===== config.mk =====
export PLATFORM = sky130hd
export DESIGN_NAME = seven_seg_scanner
export DESIGN_NICKNAME = d
export VERILOG_FILES = /design/src/rtl/seven_seg_pkg.sv /design/src/rtl/hex_to_seg.sv /design/src/rtl/seven_seg_scanner.sv
export SDC_FILE = /design/constraint.sdc
export NUM_CORES = 1
export LEC_CHECK = 0
export CORE_UTILIZATION = 50
export CTS_CLUSTER_DIAMETER = 120
export DETAILED_ROUTE_END_ITERATION = 8
export PLACE_DENSITY_LB_ADDON = 0.05
export SYNTH_ARGS = -nofsm -noshare
export SYNTH_HDL_FRONTEND = slang
export SYNTH_SLANG_ARGS = --single-unit

===== constraint.sdc =====
create_clock -name clk -period 3.3 [get_ports clk]
set_clock_uncertainty 0.2 [all_clocks]
set_input_delay 0.33 -clock clk [delete_from_list [all_inputs] [get_ports clk]]
set_output_delay 0.33 -clock clk [all_outputs]
set_load 0.01 [all_outputs]

===== src/rtl/seven_seg_pkg.sv =====
// Shared types and constants for the 7-segment scanner: segment table,
// blank pattern and the scan state encoding.
package seven_seg_pkg;

   // Active-low {g,f,e,d,c,b,a} patterns for hex digits 0..F.
   localparam logic [6:0] SEG_TABLE [16] = '{
      7'h40, 7'h79, 7'h24, 7'h30, 7'h19, 7'h12, 7'h02, 7'h78,
      7'h00, 7'h10, 7'h08, 7'h03, 7'h46, 7'h21, 7'h06, 7'h0E
   };

   // All segments off.
   localparam logic [6:0] SEG_BLANK = 7'h7F;

   typedef enum logic [1:0] {
      OFF,
      DRIVE,
      GUARD
   } scan_state_t;

endpackage


===== src/rtl/hex_to_seg.sv =====
// Combinational nibble to active-low segment lookup.
module hex_to_seg
   import seven_seg_pkg::*;
(
   input  logic [3:0] nibble,
   output logic [6:0] seg_n
);

   assign seg_n = SEG_TABLE[nibble];

endmodule


===== src/rtl/seven_seg_scanner.sv =====
// Time-multiplexed common-anode 7-segment scanner with double-buffered load
// port, per-digit dwell/guard timing and leading-zero suppression.
module seven_seg_scanner
   import seven_seg_pkg::*;
#(
   parameter int NUM_DIGITS   = 4,
   parameter int REFRESH_DIV  = 50000,
   parameter int GUARD_CYCLES = 2
)
(
   input  logic                    clk,
   input  logic                    rst,
   input  logic                    enable,
   input  logic                    lz_en,
   input  logic                    load_valid,
   output logic                    load_ready,
   input  logic [4*NUM_DIGITS-1:0] load_value,
   input  logic [NUM_DIGITS-1:0]   load_dp,
   output logic [6:0]              seg_n,
   output logic                    dp_n,
   output logic [NUM_DIGITS-1:0]   an_n,
   output logic                    frame_done
);

   localparam int CNT_W = $clog2(REFRESH_DIV);
   localparam int IDX_W = (NUM_DIGITS > 1) ? $clog2(NUM_DIGITS) : 1;

   localparam logic [CNT_W-1:0] DRIVE_LAST = CNT_W'(REFRESH_DIV - GUARD_CYCLES - 1);
   localparam logic [CNT_W-1:0] SLOT_LAST  = CNT_W'(REFRESH_DIV - 1);
   localparam logic [IDX_W-1:0] IDX_LAST   = IDX_W'(NUM_DIGITS - 1);

   scan_state_t             state, state_next;
   logic [CNT_W-1:0]        cnt, cnt_next;
   logic [IDX_W-1:0]        idx, idx_next;
   logic                    frame_end;

   logic [4*NUM_DIGITS-1:0] active_val, pend_val;
   logic [NUM_DIGITS-1:0]   active_dp, pend_dp;
   logic                    pend_full;
   logic                    accept, transfer;

   logic [NUM_DIGITS-1:0]   suppress;
   logic [3:0]              cur_nibble;
   logic                    cur_dp, cur_sup;
   logic [6:0]              cur_seg;

   assign accept   = load_valid && load_ready;
   assign transfer = pend_full && (frame_end || state == OFF);

   // Scan state, slot counter and digit index registers.
   always_ff @(posedge clk) begin
      // NOTE: sequential state uses non-blocking assignments so every register
      // samples pre-edge values regardless of statement order.
      if (rst) begin
         state <= OFF;
         cnt   <= '0;
         idx   <= '0;
      end else begin
         state <= state_next;
         cnt   <= cnt_next;
         idx   <= idx_next;
      end
   end

   // Next-state logic: dwell in DRIVE, blank in GUARD, advance digit at slot end.
   always_comb begin
      // NOTE: every output of this block gets a default first so no path
      // leaves a variable unassigned, which would infer a latch.
      state_next = state;
      cnt_next   = cnt;
      idx_next   = idx;
      frame_end  = 1'b0;
      if (!enable) begin
         state_next = OFF;
         cnt_next   = '0;
         idx_next   = '0;
      end else begin
         case (state)
            OFF: begin
               state_next = DRIVE;
               cnt_next   = '0;
               idx_next   = '0;
            end
            DRIVE: begin
               cnt_next = cnt + CNT_W'(1);
               if (cnt == DRIVE_LAST) state_next = GUARD;
            end
            GUARD: begin
               if (cnt == SLOT_LAST) begin
                  cnt_next   = '0;
                  state_next = DRIVE;
                  if (idx == IDX_LAST) begin
                     idx_next  = '0;
                     frame_end = 1'b1;
                  end else begin
                     idx_next = idx + IDX_W'(1);
                  end
               end else begin
                  cnt_next = cnt + CNT_W'(1);
               end
            end
            default: state_next = OFF;
         endcase
      end
   end

   // Load handshake and pending-to-active transfer at frame boundaries.
   always_ff @(posedge clk) begin
      // NOTE: the display buffers are ordinary registers and are reset, since
      // a reset must discard any pending value and blank the active one.
      if (rst) begin
         pend_val   <= '0;
         pend_dp    <= '0;
         pend_full  <= 1'b0;
         active_val <= '0;
         active_dp  <= '0;
         load_ready <= 1'b1;
      end else begin
         if (accept) begin
            pend_val  <= load_value;
            pend_dp   <= load_dp;
            pend_full <= 1'b1;
         end else if (transfer) begin
            active_val <= pend_val;
            active_dp  <= pend_dp;
            pend_full  <= 1'b0;
         end
         // Ready returns one cycle after the transfer empties pending.
         load_ready <= !pend_full && !accept;
      end
   end

   // Leading-zero mask: a digit is blank if it and all higher digits are 0 without dp.
   always_comb begin
      logic zero_run;
      zero_run = 1'b1;
      suppress = '0;
      for (int i = NUM_DIGITS - 1; i >= 0; i--) begin
         zero_run = zero_run && (active_val[4*i +: 4] == 4'h0) && !active_dp[i];
         if (i != 0) suppress[i] = lz_en && zero_run;
      end
   end

   // Select the nibble, dp and suppression flag of the digit being scanned.
   always_comb begin
      cur_nibble = 4'h0;
      cur_dp     = 1'b0;
      cur_sup    = 1'b0;
      for (int i = 0; i < NUM_DIGITS; i++) begin
         if (idx == IDX_W'(i)) begin
            cur_nibble = active_val[4*i +: 4];
            cur_dp     = active_dp[i];
            cur_sup    = suppress[i];
         end
      end
   end

   hex_to_seg u_hex_to_seg (
      .nibble (cur_nibble),
      .seg_n  (cur_seg)
   );

   // Registered pin drivers; blank immediately when enable drops.
   always_ff @(posedge clk) begin
      if (rst) begin
         seg_n      <= SEG_BLANK;
         dp_n       <= 1'b1;
         an_n       <= '1;
         frame_done <= 1'b0;
      end else begin
         frame_done <= frame_end;
         if (enable && state == DRIVE && !cur_sup) begin
            an_n  <= ~(NUM_DIGITS'(1) << idx);
            seg_n <= cur_seg;
            dp_n  <= ~cur_dp;
         end else begin
            an_n  <= '1;
            seg_n <= SEG_BLANK;
            dp_n  <= 1'b1;
         end
      end
   end

endmodule


==> reports/results.txt <==
post-layout worst setup margin: 688 ps
number of global-route vias before repair: 2533
post-route cell area: 3990 sq um
combinational share of power: 6.8%
Gate Count Post-Synth: 403
area grow syn2layout: 19.5%
VDD IR-drop max: 0.000274 V
Final setup viols: 0
Num CTS Buffers: 9
fin crit share: 79.2%
sequential-to-total area share from yosys stat: 45.0%
Initial Util: 52.2%
CTS sink cnt: 75
total area of sequential cells: 1500 sq um
fin util: 62.4%
num rows: 29
CORE AREA: 6390 sq um
PwrDens: 470 nW/um^2
hold_buf cts: 0
GRT overflow: 0
first-pass GRT wire length: 11.3 mm
Max H-tree Level: 3
Fmax: 383 MHz
WP data arrival: 2610 ps
initial DRC count: 108
Die W: 83.7 um
Worst-Margin Slew: 670 ps
post-route ant nets: 0
die footprint: 7000 sq um
post-CTS sizing: 0
final total power: 0.00187 W
overall routing resource usage: 19.7%
clk root buf: clkbuf_8
prevailing post-synth register cell: dfxtp_1
Flop pwr share: 50.4%
Post-DP Area: 3760 sq um
crit path kind: register to register
WL/cell: 12.6 um
Synth Cell Area: 3330 sq um
hold crit path type: register to register
Hold Violations, Final: 0
IO Port Bufs: 38
Post-CTS Setup Bufs: 0
Switching Share: 22.2%
Switch Pwr: 0.000416 W
initial antenna violation count: 0
Pre-antenna DRT Iters: 4
Synth async-reset ratio: 0%
Pins Over Slew Limit: 0
Post-layout nets: 477
crit path launch type: register
syn avg cell area: 8.27 sq um
Final HPWL DP: 4.64 mm
Power Internal: 0.00146 W
yosys warns: 0
pre-CTS WS: 682 ps
TritonCTS clock tree: built
DRC: 0
CP max FO: 11
ANT cells: 0
fillcell total: 607
Synth cell types: 50
largest net degree at the start of global routing: 43
RSZ-0062 raised after global routing: false
max-cap viol count: 0
WL final: 6.55 mm
chip height: 83.7 um
footprint of the multi-input gates: 1680 sq um
Post-synth EDFFs: 0
Final Wtd Congestion: 0.816
status: finished, final reports clean
Clk pwr share: 42.7%
TNS Setup: 0 ps
leak pwr: 1.41 nW
I/O pins: 39
share of cells above drive strength 1: 7.71%
Worst-Skew Late Latency: 340 ps
Clk pin slew, worst setup/hold paths: 80 ps
vias per cell: 5.29
data required time of the worst path: 3300 ps
Via Count: 2739
syn_nets: 444
CTS Buffer Depth: 2
Max-slew headroom: 55.3%
Tmin final: 2610 ps
nature of the critical path endpoint: register
Yosys reg bits: 75
[final timing paths]
check             endpoint  slack, ps  cells past startpoint   startpoint
min          active_val[9]        260                      2  pend_val[9]
min reg2reg  active_val[9]        260                      2  pend_val[9]
max reg2reg       seg_n[3]        690                     10       idx[0]
max               seg_n[3]        690                     10       idx[0]
[layer usage]
layer | vias up | share of wire, % | GRT usage [%]
met2 | 71 | 46 | 31.4
li1 | 1427 | - | -
met4 | 0 | 2.0 | 9.24
met5 | - | 0 | 0
met1 | 1231 | 47 | 25.8
met3 | 10 | 4.7 | 3.76
[cells in the final DEF (no fill, tap or decap), types with 2 or more instances in the layout]
| master | synthesis | final |
|---|---|---|
| xor2_1 | 8 | 8 |
| nand2_1 | 104 | 104 |
| xnor2_1 | 5 | 5 |
| a21o_2 | 2 | 2 |
| o221ai_1 | 2 | 2 |
| nand3_1 | 7 | 7 |
| nor2_1 | 25 | 25 |
| and4_1 | 3 | 3 |
| nor3_1 | 5 | 5 |
| nand4_1 | 3 | 3 |
| a31oi_1 | 2 | 2 |
| o211ai_1 | 6 | 6 |
| inv_1 | 18 | 18 |
| dfxtp_1 | 75 | 75 |
| mux2_2 | 3 | 3 |
| or4_1 | 2 | 2 |
| nand2b_1 | 2 | 2 |
| buf_4 | 0 | 4 |
| and2_1 | 2 | 2 |
| a22o_1 | 3 | 3 |
| ha_1 | 16 | 16 |
| clkdlybuf4s50_1 | 0 | 38 |
| bufinv_16 | 0 | 2 |
| nor4_1 | 2 | 2 |
| clkbuf_8 | 0 | 11 |
| nand3b_1 | 4 | 4 |
| or3_1 | 2 | 2 |
| o21ai_0 | 8 | 8 |
| a21oi_1 | 51 | 51 |
[sequential cells by signal, summed over array words and instances (netlist names)]
signal	flops
active_val	16
cnt	16
active_dp	4
frame_done	1
pend_full	1
an_n	4
load_ready	1
idx	2
state	2
pend_dp	4
seg_n	7
dp_n	1
pend_val	16
[stage by stage]
stage	std cells	hold WS [ps]
after floorplan	403	232
after global placement	502	242
after detailed placement	502	249
after CTS	518	261
after global routing	518	275
final	518	256
[Yosys cell counts, types with 2 or more instances]
library cell / instances / area, sq um
nor3_1: 5 / 25.0
and4_1: 3 / 26.3
and2_1: 2 / 12.5
xor2_1: 8 / 70.1
dfxtp_1: 75 / 1500
nand3_1: 7 / 35.0
nor4_1: 2 / 12.5
a31oi_1: 2 / 12.5
buf_2: 7 / 35.0
o221ai_1: 2 / 17.5
o211ai_1: 6 / 45.0
a22o_1: 3 / 26.3
nor2_1: 25 / 93.8
nand2_1: 104 / 390
nand4_1: 3 / 18.8
o21ai_0: 8 / 40.0
or4_1: 2 / 15.0
nand3b_1: 4 / 30.0
xnor2_1: 5 / 43.8
inv_1: 18 / 67.6
mux2_2: 3 / 33.8
ha_1: 16 / 200
or3_1: 2 / 12.5
a21o_2: 2 / 17.5
clkbuf_1: 13 / 48.8
nand2b_1: 2 / 12.5
a21oi_1: 51 / 255
[worst max-delay path: stages (launching register included)]
cell and delay, ps:
dfxtp_1 400, inv_1 90, ha_1 330, a21oi_1 140, o21ai_0 90, a22oi_1 360, inv_1 170, ha_1 270
mux2_2 270, nand2_1 60, o211ai_1 90
[logic make-up (layout without fill, tap and decap cells)]
logic type	Yosys count	count (layout)	synth area share (%)
and+or+nand+nor	174	174	24.8
buffers and inverters	38	76	4.54
adders and majority gates	16	16	6.00
DFF	75	75	45.0
AOI/OAI and AO/OA	83	83	14.9
xor gates and xnor gates	13	13	3.41
muxes	4	4	1.31
[area by class of cell]
type                       instances  share of cell area (%)
inverter                          18                    1.70
multi-input combinational        290                    42.2
clock buffer                      12                    3.89
clock inverter                     4                    1.82
timing repair buffer              42                    10.3
tap                               77                    2.42
sequential                        75                    37.7
[power groups by stage]
stage	Clock [W]	Sequential, W	Combinational, W
6_report	0.000800	0.000944	0.000128
5_1_grt	0.000855	0.000947	0.000146
4_1_cts	0.000818	0.000944	0.000130
3_5_place_dp	0	0.000966	0.000129
3_3_place_gp	0	0.000965	0.000127
2_1_floorplan	0	0.000963	0.0000754
Note: power is estimated with default switching activity, not from simulation.
==> patch, RTL diff (same settings) <==
Register the output `seg_n` once more; this adds one clock of latency there. The other outputs are not delayed to match.
--- a/src/rtl/seven_seg_scanner.sv
+++ b/src/rtl/seven_seg_scanner.sv
@@ -29,4 +29,6 @@
    localparam logic [CNT_W-1:0] SLOT_LAST  = CNT_W'(REFRESH_DIV - 1);
    localparam logic [IDX_W-1:0] IDX_LAST   = IDX_W'(NUM_DIGITS - 1);
+
+   logic [6:0] seg_n_s0;
 
    scan_state_t             state, state_next;
@@ -164,5 +166,5 @@
    always_ff @(posedge clk) begin
       if (rst) begin
-         seg_n      <= SEG_BLANK;
+         seg_n_s0   <= SEG_BLANK;
          dp_n       <= 1'b1;
          an_n       <= '1;
@@ -172,9 +174,9 @@
          if (enable && state == DRIVE && !cur_sup) begin
             an_n  <= ~(NUM_DIGITS'(1) << idx);
-            seg_n <= cur_seg;
+            seg_n_s0 <= cur_seg;
             dp_n  <= ~cur_dp;
          end else begin
             an_n  <= '1;
-            seg_n <= SEG_BLANK;
+            seg_n_s0 <= SEG_BLANK;
             dp_n  <= 1'b1;
          end
@@ -182,4 +184,8 @@
    end
 
+   always_ff @(posedge clk) begin
+      seg_n <= seg_n_s0;
+   end
+
 endmodule
 
Check against the original RTL: not equivalent (a bounded check fails within 4 cycles, from zero or initial values and one cycle with rst high).
==> patch against the original RTL <==
Setup slack worse by 0.31 ns. Sequential power is 9% higher. Global-route usage is essentially flat. Sequential share of layout area grew 2.0 points. Fmax fell by 11%. Area after synthesis increased by 5.8%. Total power fell by 3.2%. Routed wire length rose by 2.1%. Design area increased by 3.9%. Sequential cell count grew 7.
==> patch: results (changes against the original RTL) <==
Global routing:
- The via count of the first global-routing pass is 2531 (-0.079%).
- The wire length of the first global-routing pass was 11.7 mm (+3.2%).
- The met1 capacity usage during global routing came to 24.6% (-1.2 points).
- The overall global routing resource usage is 19.7% (about the same).
- The met2 routing resource usage after global routing was 33.8% (+2.4 points).
- The fraction of met3 tracks used by global routing is 3.08% (-0.68 points).
- The pin count of the biggest net entering global routing is 43 (unchanged).

STA:
- The max-slew headroom at the worst pin is 51.9% (-3.4 points).
- The final worst hold slack is 0.127 ns (-0.129 ns).

Pwr:
- The largest voltage drop on the vdd net came to 0.284 mV (+3.6%).
- The flip-flop and latch power is 1030 uW (+9%).
- The total clock network power is 645 uW (-19%).
- The design internal power is 1360 uW (-6.6%).
- The part of the total power dissipated in sequential elements is 56.9% (+6.5 points).
- The leakage power was 0.00149 uW (+5.7%).

Final layout:
- The number of antenna cells inserted came to 0 (unchanged).
- The fraction of layout cells with a size suffix above 1 is 8.71% (+1.0 points).
- The number of nets in the final layout is 461 (-3.4%).
- The largest registers in the layout are active_val: 16 flops, cnt: 16 flops, pend_val: 16 flops.

Status:
- The run finished with clean final reports.

Setup path:
- The maximum net fanout on the critical path is 5 (-6).
- The worst setup slack for register-to-register paths was 0.37 ns (-0.31 ns).
- In this run the critical register-to-register path is captured at seg_n_s0[6].
- The worst reg-to-reg path cell count is 10 (unchanged).
- The data arrival time of the critical path is 2.94 ns (+0.33 ns).
- The slowest library cell on the worst path is dfxtp_1.

Yosys:
- In the synthesized netlist, the cells that appear most often are dfxtp_1, nand2_1, nor2_1.
- The count of cell types in the netlist came to 51 (+2.0%).
- The net count after synthesis is 427 (-3.8%).
- The share of synthesized area occupied by flip-flops and latches came to 46.5% (+1.5 points).
- After synthesis, the cell types taking the most area are dfxtp_1, nand2_1, mux2i_1, ha_1, nor2_1.
- The area share of the largest cell type after synthesis was 46.5% (+1.5 points).

Placed design:
- The HPWL reported at the end of detailed placement is 4.75 mm (+2.4%).
- The minimum setup slack after placement was 0.447 ns (-0.234 ns).
- The final RePlAce weighted congestion is 0.828 (+1.5%).

Clocking:
- The root buffer cell chosen for the clock tree is clkbuf_8.
- The count of instances resized after the clock tree is built is 0 (unchanged).
- The total setup buffers inserted after CTS came to 0 (unchanged).
- The number of clock buffers inserted by TritonCTS is 9 (unchanged).

Hold path:
- The path class of the tightest hold or removal check is reg -> reg.
- The start point of the worst min-delay path is seg_n_s0[0].
- The hold-critical path depth is 0 (-2).
- The end of the worst hold path is seg_n[0].

Routing:
- The post-detailed-routing wire length was 6.69 mm (+2.1%).
- The via count is 2668 (-2.6%).
- The first-iteration detailed-routing DRC count is 85 (-21%).
-- patch: layer usage --
metal  part of all wire [%]  vias up  routed length (um)
li1                       -     1387                   -
met1                     49     1226                3250
met2                     47       44                3170
met3                    2.4       11                 161
met4                    1.6        0                 107
met5                      0        -                   0
-- patch: worst max-delay path by stage --
stage / to / startpoint / slack [ns]
floorplan: seg_n_s0[6] / idx[0] / 0.75
global placement: seg_n_s0[6] / idx[0] / 0.58
detailed placement: seg_n_s0[6] / idx[0] / 0.45
CTS: seg_n_s0[6] / idx[0] / 0.39
global route: seg_n_s0[6] / idx[0] / 0.19
finish: seg_n_s0[6] / idx[0] / 0.37
-- patch: logic make-up after synthesis --
logic type / count (synthesis) / share of synthesized area, %
DFF: 82 / 46.5
AOI/OAI and AO/OA: 62 / 12.0
adders and majority gates: 16 / 5.67
xor gates and xnor gates: 13 / 3.23
muxes: 24 / 6.91
buffers and inverters: 34 / 4.40
and+or+nand+nor: 155 / 21.3
-- patch: final cells by class --
type                            instances  area (sq um)
Clock buffer                            9           124
Clock inverter                          7          53.8
Fill cell                             630          2650
Inverter                               14          52.6
Multi-Input combinational cell        270          1730
Sequential cell                        82          1640
Tap cell                               96           120
Timing Repair Buffer                   43           418
-- patch: per-stage QoR --
step | std cells | instance area (sq um)
floorplan | 386 | 3530
global placement | 505 | 3960
detailed placement | 505 | 3960
CTS | 521 | 4140
global route | 521 | 4140
finish | 521 | 4140
-- patch: worst max-delay path: cells and delay by family, from the launching register on --
kind                     cells  cell delay [ns]
AO/OA/AOI/OAI                3             0.86
adder cells (fa/ha/maj)      2             0.54
buffers and inverters        2             0.29
flip-flops                   1             0.41
multiplexers                 1             0.26
AND/OR/NAND/NOR              2             0.25
